### src/rtl/mult_div_unit.sv
// Iterative 32-bit multiply/divide unit with HI/LO result registers.
// Handshake: Start accepted in IDLE, Busy for 34 cycles, one-cycle Done pulse.
// Multiply is radix-2 shift-add; divide is radix-2 restoring. Both run 32 steps.
module mult_div_unit (
   input  logic        clk,
   input  logic        reset,
   input  logic        Start,
   input  logic [1:0]  Operation,
   input  logic [31:0] A,
   input  logic [31:0] B,
   input  logic        WriteHI,
   input  logic        WriteLO,
   output logic        Busy,
   output logic        Done,
   output logic        DivByZero,
   output logic [31:0] HI,
   output logic [31:0] LO
);

   typedef enum logic [1:0] {S_IDLE, S_PREP, S_RUN, S_FIX} state_t;

   state_t      state, state_nxt;
   logic [4:0]  count;
   logic [1:0]  op_q;       // [1]=divide, [0]=signed
   logic [31:0] a_q, b_q;   // raw operands as latched at Start
   logic [31:0] opnd_q;     // multiplicand or divisor magnitude
   logic [63:0] acc_q;      // {hi,lo} accumulator / {remainder,quotient}
   logic        sign_a_q, sign_b_q;

   logic        is_div, is_signed;
   logic [31:0] mag_a, mag_b;
   logic [32:0] mul_sum;
   logic [64:0] div_shift;
   logic [32:0] div_diff;
   logic [63:0] acc_step;
   logic [63:0] prod_fix;
   logic [31:0] quo_fix, rem_fix;

   assign is_div    = op_q[1];
   assign is_signed = op_q[0];

   // State register with synchronous active-low reset.
   always_ff @(posedge clk) begin
      // NOTE: sequential state uses non-blocking assignments so every register
      // samples pre-edge values regardless of statement order.
      if (!reset) state <= S_IDLE;
      else        state <= state_nxt;
   end

   // Next-state logic: IDLE -> PREP -> RUN (32 steps) -> FIX -> IDLE.
   always_comb begin
      // NOTE: default assigned first so no path leaves state_nxt unassigned,
      // which would otherwise infer a latch.
      state_nxt = state;
      case (state)
         S_IDLE: if (Start) state_nxt = S_PREP;
         S_PREP: state_nxt = S_RUN;
         S_RUN:  if (count == 5'd31) state_nxt = S_FIX;
         S_FIX:  state_nxt = S_IDLE;
         default: state_nxt = S_IDLE;
      endcase
   end

   // Operand magnitudes, one iteration step, and sign-corrected final results.
   always_comb begin
      mag_a = (is_signed && a_q[31]) ? -a_q : a_q;
      mag_b = (is_signed && b_q[31]) ? -b_q : b_q;

      // Shift-add: conditionally add multiplicand to the upper half, shift right.
      mul_sum = {1'b0, acc_q[63:32]} + (acc_q[0] ? {1'b0, opnd_q} : 33'd0);

      // Restoring division: shift left, trial-subtract divisor from the upper part.
      div_shift = {acc_q, 1'b0};
      div_diff  = div_shift[64:32] - {1'b0, opnd_q};

      if (is_div) begin
         if (!div_diff[32]) acc_step = {div_diff[31:0], div_shift[31:1], 1'b1};
         else               acc_step = div_shift[63:0];
      end else begin
         acc_step = {mul_sum, acc_q[31:1]};
      end

      prod_fix = (sign_a_q ^ sign_b_q) ? -acc_q : acc_q;
      quo_fix  = (sign_a_q ^ sign_b_q) ? -acc_q[31:0] : acc_q[31:0];
      rem_fix  = sign_a_q ? -acc_q[63:32] : acc_q[63:32];
   end

   // Datapath and registered outputs.
   always_ff @(posedge clk) begin
      if (!reset) begin
         // NOTE: the working registers are reset too; an aborted operation then
         // leaves nothing behind that could later leak into HI/LO.
         Busy      <= 1'b0;
         Done      <= 1'b0;
         DivByZero <= 1'b0;
         HI        <= '0;
         LO        <= '0;
         count     <= '0;
         op_q      <= '0;
         a_q       <= '0;
         b_q       <= '0;
         opnd_q    <= '0;
         acc_q     <= '0;
         sign_a_q  <= 1'b0;
         sign_b_q  <= 1'b0;
      end else begin
         Done <= 1'b0;
         case (state)
            S_IDLE: begin
               if (Start) begin
                  a_q       <= A;
                  b_q       <= B;
                  op_q      <= Operation;
                  DivByZero <= 1'b0;
                  Busy      <= 1'b1;
               end else begin
                  if (WriteHI) HI <= A;
                  if (WriteLO) LO <= A;
               end
            end
            S_PREP: begin
               acc_q    <= {32'd0, is_div ? mag_a : mag_b};
               opnd_q   <= is_div ? mag_b : mag_a;
               sign_a_q <= is_signed & a_q[31];
               sign_b_q <= is_signed & b_q[31];
               count    <= '0;
            end
            S_RUN: begin
               acc_q <= acc_step;
               count <= count + 5'd1;
            end
            S_FIX: begin
               Busy <= 1'b0;
               Done <= 1'b1;
               if (is_div && b_q == 32'd0) begin
                  HI        <= a_q;
                  LO        <= '1;
                  DivByZero <= 1'b1;
               end else if (is_div) begin
                  HI <= rem_fix;
                  LO <= quo_fix;
               end else begin
                  HI <= prod_fix[63:32];
                  LO <= prod_fix[31:0];
               end
            end
            default: ;
         endcase
      end
   end

endmodule

### config.mk
export PLATFORM = sky130hd
export DESIGN_NAME = mult_div_unit
export DESIGN_NICKNAME = d
export VERILOG_FILES = /design/src/rtl/mult_div_unit.sv
export SDC_FILE = /design/constraint.sdc
export NUM_CORES = 1
export LEC_CHECK = 0
export ABC_AREA = 1
export BUFFER_PORTS_ARGS = -buffer_cell sky130_fd_sc_hd__clkbuf_2
export CAP_MARGIN = 40
export CORE_MARGIN = 4
export CORE_UTILIZATION = 49
export DETAILED_ROUTE_END_ITERATION = 6
export GPL_TIMING_DRIVEN = 0
export PLACE_DENSITY_LB_ADDON = 0.05
export SETUP_SLACK_MARGIN = 0.05
export SYNTH_ARGS = -nofsm -noshare
export SYNTH_HDL_FRONTEND = slang
export SYNTH_SLANG_ARGS = --single-unit
export TNS_END_PERCENT = 50
### constraint.sdc
create_clock -name clk -period 4.9 [get_ports clk]
set_input_delay 0.49 -clock clk [delete_from_list [all_inputs] [get_ports clk]]
set_output_delay 0.49 -clock clk [all_outputs]
set_load 0.1 [all_outputs]
==> impl_metrics.tcl, run 1 <==
set metrics [dict create \
    status "finished with violations" \
    violations "DRC" \
    synth-seq-area-share 0.228 \
    post_cts_buffers 0 \
    clock_path_buffers 3 \
    drv_slew 0 \
    cts.clk_slew.worst_paths_ns 0.06 \
    yosysWarnings 0 \
    placed_area_sq_um 22300 \
    drtIter0Drc 3145 \
    muxShareOfSynthArea 0 \
    drt_wl_total_um 99000 \
    antenna_found_initial 4 \
    synth_top_family_by_area "simple AND/OR/NAND/NOR gates" \
    min_period_ns 3.93 \
    grt_pass1_vias 23700 \
    yosysUniqueCellTypes 56 \
    fmax_mhz 254 \
    cts_hold_buf 0 \
    io_pins 138 \
    leakage_nw 11.4 \
    drive_above_1_share 0.0985 \
    synthCells 3568 \
    required_ns 5.34 \
    postSynth.asyncResetShare 0 \
    maxCapViolCount 0 \
    cp-start-kind "register" \
    firstDrtPassIters 7 \
    grt_pass1_wl_um 145000 \
    cts.htree.levels 1 \
    start_util 0.497 \
    finalSetupViolCount 0 \
    grt_start_max_net_pins 17 \
    grt_use_total 0.409 \
    tightest_slew_ns 0.939 \
    clock_latency_ns 0.61 \
    gp_congestion 1.08 \
    die_y_um 215 \
    rsz0062_at_grt "no" \
    synthXorXnorAreaFrac 0.0402 \
    avgSynthCellArea_sq_um 5.87 \
    nets 3884 \
    route.vias.total 25600 \
    crit_arrival_ns 4.37 \
    synth-edff-count 0 \
    final_util 0.553 \
    synth-compound-area-share 0.201 \
    max_slew_margin 0.374 \
    syn-cell-area_sq_um 20900 \
    detail_route.wl_per_cell_um 23.0 \
    cp-end-kind "register" \
    dp_hpwl_um 81200 \
    num_antenna_cells 0 \
    grt-ovfl-total 0 \
    ys.flop_type "dfxtp_1" \
    hold_path_class "primary input to register" \
    num_rows 75 \
    final_cell_mix "nand2_1 (988), inv_1 (465), a21oi_1 (333)" \
    fin_crit_sh 0.803 \
    vdd_drop_max_mv 1.01 \
    portBuffers 137 \
    numCtsBuffers 28 \
    power_density_nw_per_um2 751 \
    drc 5 \
    fin_skew_ns 0.0636 \
    cp_max_fo 10 \
    ant_nets 0 \
    die_w_um 215 \
    synthSimpleGateAreaFrac 0.364 \
    ys_ff_latch 238 \
    synth_adder_area_share 0.0467 \
    die-area_sq_um 46100 \
    crit_type "register to register" \
    syn2layout_area_growth_pct 11.3 \
    setup_tns_ns 0 \
    cts_tree "built" \
    cts_resized 0 \
    cts_root_buf "clkbuf_16" \
    finalHoldViolCount 0 \
    via_per_inst 5.97 \
    core-area_sq_um 42100 \
    stdcell_area_sq_um 23300 \
    layout_commonest_cell "nand2_1" \
    syn_nets 3716 \
    clock_sinks 238 \
]
## final cells by class
cell class / count / area [sq um]
fillers: 4486 / 18800
multi-input cells: 2697 / 13700
flip-flops and latches: 238 / 4760
inverters: 479 / 1800
clock buffers: 37 / 805
plain buffers: 154 / 706
repair buffers: 138 / 697
well taps: 539 / 674
clock inverters: 15 / 198
## worst max-delay path, stage by stage, from the launching register on
cell,delay [ns]
dfxtp_1,0.31
clkbuf_1,0.57
clkbuf_1,0.38
nand2_1,0.09
inv_1,0.06
ha_1,0.30
inv_1,0.11
fa_1,0.45
o21ai_1,0.40
nand2_1,0.10
nand2_1,0.13
nand2_1,0.06
nand2_1,0.18
nand2_1,0.11
nand3_1,0.08
nand3_1,0.14
nand2_1,0.12
inv_1,0.05
nand2_1,0.07
a21oi_2,0.05
## cells in the mapped netlist (22+ instances only)
library cell  instances  share of area
a21oi_1             333          0.080
a21oi_2              42          0.018
buf_1                22         0.0039
clkbuf_1            104          0.019
dfxtp_1             238           0.23
ha_1                 75          0.045
inv_1               465          0.083
nand2_1             988           0.18
nand2_2              37          0.011
nand3_1             280          0.067
nand3_2              29          0.014
nand4_1              33         0.0099
nor2_1              310          0.056
nor3_1               33         0.0079
o211ai_1             42          0.015
o21ai_0             267          0.064
o221ai_1             22         0.0092
xor2_1               83          0.035
## state kept, by name, indices dropped and copies added, names as in the netlist
signal	flops
acc_q	64
HI	32
opnd_q	32
Done	1
Busy	1
count	5
a_q	32
DivByZero	1
b_q	32
sign_b_q	1
LO	32
state	2
sign_a_q	1
op_q	2
## worst paths after layout
check,from,end,slack (ns),cells past startpoint
hold / removal,B[15],b_q[15]$_SDFFE_PN0P_,0.16,3
hold reg to reg,LO[29]$_SDFFE_PN0P_,LO[29]$_SDFFE_PN0P_,0.46,2
setup / recovery,acc_q[0]$_SDFFE_PN0P_,acc_q[61]$_SDFFE_PN0P_,0.97,19
setup reg to reg,acc_q[0]$_SDFFE_PN0P_,acc_q[61]$_SDFFE_PN0P_,0.97,19
## cell families (layout without fill, tap and decap cells)
family | after synthesis | count (layout)
compound gates | 756 | 756
fa+ha+maj | 77 | 77
xor+xnor | 96 | 96
flops | 238 | 238
buf+inv | 633 | 823
simple gates | 1768 | 1768
## routing by layer
layer / GRT usage / part of all wire
met5: 0 / 0.00014
met2: 0.650 / 0.44
met4: 0.295 / 0.092
met3: 0.0784 / 0.10
met1: 0.494 / 0.37
## stage by stage
step | hold WS (ns) | setup WS, ns | power, W | std cells
final | 0.160 | 0.965 | 0.0175 | 4297
after CTS | 0.155 | 1.10 | 0.0171 | 4297
after detailed placement | 0.458 | 1.20 | 0.0148 | 4245
after floorplan | 0.450 | 2.22 | 0.0113 | 3568
after global placement | 0.457 | 1.20 | 0.0147 | 4244
after global routing | 0.174 | 0.810 | 0.0184 | 4297
## power by group
| part | total, W | leakage (nW) | internal [W] | switching [W] |
|---|---|---|---|---|
| registers | 0.00316 | 1.95 | 0.00249 | 0.000675 |
| logic | 0.0121 | 9.01 | 0.00318 | 0.00891 |
| clock network | 0.00226 | 0.485 | 0.00132 | 0.000934 |
Note: power is estimated with default switching activity, not from simulation.
==> inputs of run 2 (changes only) <==
==> constraint.sdc (replaced) <==
create_clock -name clk -period 3.75 [get_ports clk]
set_input_delay 0.375 -clock clk [delete_from_list [all_inputs] [get_ports clk]]
set_output_delay 0.375 -clock clk [all_outputs]
set_load 0.1 [all_outputs]
==> run 2 against run 1 <==
The run now ends clean; critical path depth decreased by 1; count of clock-buffer cells in the layout unchanged; sequential cell count unchanged; non-clock buffer count decreased by 1; largest cell class unchanged.
==> impl_metrics.tcl, run 2 (synthesized netlist as in run 1, its figures left out) <==
set metrics [dict create \
    status "finished clean" \
    finalSetupViolCount 0 \
    cp_max_fo 10 \
    grt_use_total 0.408 \
    start_util 0.497 \
    leakage_nw 11.5 \
    largest-register "acc_q" \
    detail_route.wl_per_cell_um 23.1 \
    finalHoldViolCount 0 \
    clock_sinks 238 \
    largest_register_ffs 64 \
    nets 3883 \
    power_density_nw_per_um2 983 \
    fin_skew_ns 0.0614 \
    numCtsBuffers 28 \
    clock_latency_ns 0.61 \
    dp_hpwl_um 81200 \
    required_ns 4.18 \
    max_slew_margin 0.367 \
    crit_arrival_ns 3.86 \
    syn2layout_area_growth_pct 11.3 \
    final_cell_mix "nand2_1 (988), inv_1 (465), a21oi_1 (333)" \
    cp-start-kind "register" \
    num_antenna_cells 0 \
    grt_start_max_net_pins 17 \
    die-area_sq_um 46100 \
    cts.htree.levels 1 \
    grt_pass1_vias 23800 \
    crit_type "register to register" \
    hold_path_class "primary input to register" \
    die_y_um 215 \
    drt_wl_total_um 99100 \
    rsz0062_at_grt "no" \
    drv_slew 0 \
    dpl_worst_slack_ns 0.0453 \
    fin_crit_sh 0.913 \
    post_cts_buffers 0 \
    layout_commonest_cell "nand2_1" \
    stdcell_area_sq_um 23300 \
    maxCapViolCount 0 \
    gp_congestion 1.08 \
    num_rows 75 \
    antenna_found_initial 3 \
    io_pins 138 \
    cts.clk_slew.worst_paths_ns 0.06 \
    cts_tree "built" \
    tightest_slew_ns 0.949 \
    ant_nets 0 \
    route.vias.total 25700 \
    clock_path_buffers 3 \
    drc 0 \
    min_period_ns 3.42 \
    fmax_mhz 292 \
    portBuffers 137 \
    core-area_sq_um 42100 \
    die_w_um 215 \
    cp-end-kind "register" \
    vdd_drop_max_mv 1.32 \
    cts_root_buf "clkbuf_16" \
    grt-ovfl-total 0 \
    grt_pass1_wl_um 144000 \
    setup_tns_ns 0 \
    firstDrtPassIters 6 \
    cts_hold_buf 0 \
    via_per_inst 5.98 \
    placed_area_sq_um 22300 \
    drive_above_1_share 0.0990 \
    drtIter0Drc 3179 \
    fin_ws_ns 0.326 \
]
-- run 2: cell count changes in the layout (fill, tap and decap cells not counted) --
| cell | before | now |
|---|---|---|
| o21ai_2 | 2 | 3 |
| clkbuf_1 | 106 | 105 |
| dfxtp_1 | 238 | 237 |
| dfxtp_2 | 0 | 1 |
| o21ai_1 | 9 | 8 |
-- run 2: layer usage --
| metal | routed length, um | track usage | up-vias |
|---|---|---|---|
| li1 | - | - | 11900 |
| met4 | 9480 | 0.296 | 4 |
| met5 | 14 | 0 | - |
| met3 | 10100 | 0.0768 | 476 |
| met2 | 42800 | 0.650 | 1672 |
| met1 | 36800 | 0.494 | 11600 |
-- run 2: worst paths after layout --
path / depth (start not counted) / startpoint / endpoint / slack, ns
hold reg to reg: 2 / LO[29]$_SDFFE_PN0P_ / LO[29]$_SDFFE_PN0P_ / 0.46
hold / removal: 3 / B[16] / b_q[16]$_SDFFE_PN0P_ / 0.04
setup / recovery: 18 / acc_q[0]$_SDFFE_PN0P_ / acc_q[61]$_SDFFE_PN0P_ / 0.33
setup reg to reg: 18 / acc_q[0]$_SDFFE_PN0P_ / acc_q[61]$_SDFFE_PN0P_ / 0.33
-- run 2: layout make-up --
cell class / instances / area, sq um
inverter: 479 / 1800
tap: 539 / 674
multi-input combinational: 2697 / 13700
clock buffer: 37 / 805
buffer: 153 / 702
timing repair buffer: 138 / 697
sequential: 238 / 4770
clock inverter: 15 / 198
fill: 4487 / 18800
-- run 2: repair_timing --
| item | 4_1_cts | 5_1_grt |
|---|---|---|
| resized for setup | 0 | 2 |
| endpoints found under the setup margin | 6 | 9 |
| gates cloned | 0 | 0 |
-- run 2: worst max-delay path: stages (launching register included) --
cell and delay (ns):
dfxtp_2 0.54, clkbuf_1 0.34, nand2_1 0.08, inv_1 0.06
ha_1 0.30, inv_1 0.11, fa_1 0.46, o21ai_2 0.29
nand2_1 0.09, nand2_1 0.11, nand2_1 0.06, nand2_1 0.18
nand2_1 0.11, nand3_1 0.08, nand3_1 0.14, nand2_1 0.12
inv_1 0.05, nand2_1 0.07, a21oi_2 0.05
-- run 2: power breakdown --
| part | internal [W] | switching (W) | total [W] |
|---|---|---|---|
| combinational | 0.00415 | 0.0117 | 0.0158 |
| sequential | 0.00325 | 0.000905 | 0.00416 |
| clock | 0.00173 | 0.00122 | 0.00295 |
-- run 2: per-stage QoR --
stage / util / hold slack [ns] / total power [W] / instances
floorplan: - / 0.450 / 0.0147 / 3568
global placement: 0.529 / 0.457 / 0.0192 / 4244
detailed placement: 0.529 / 0.458 / 0.0193 / 4245
CTS: 0.553 / 0.0400 / 0.0223 / 4296
global route: 0.553 / 0.0594 / 0.0241 / 4296
finish: 0.553 / 0.0442 / 0.0229 / 4296
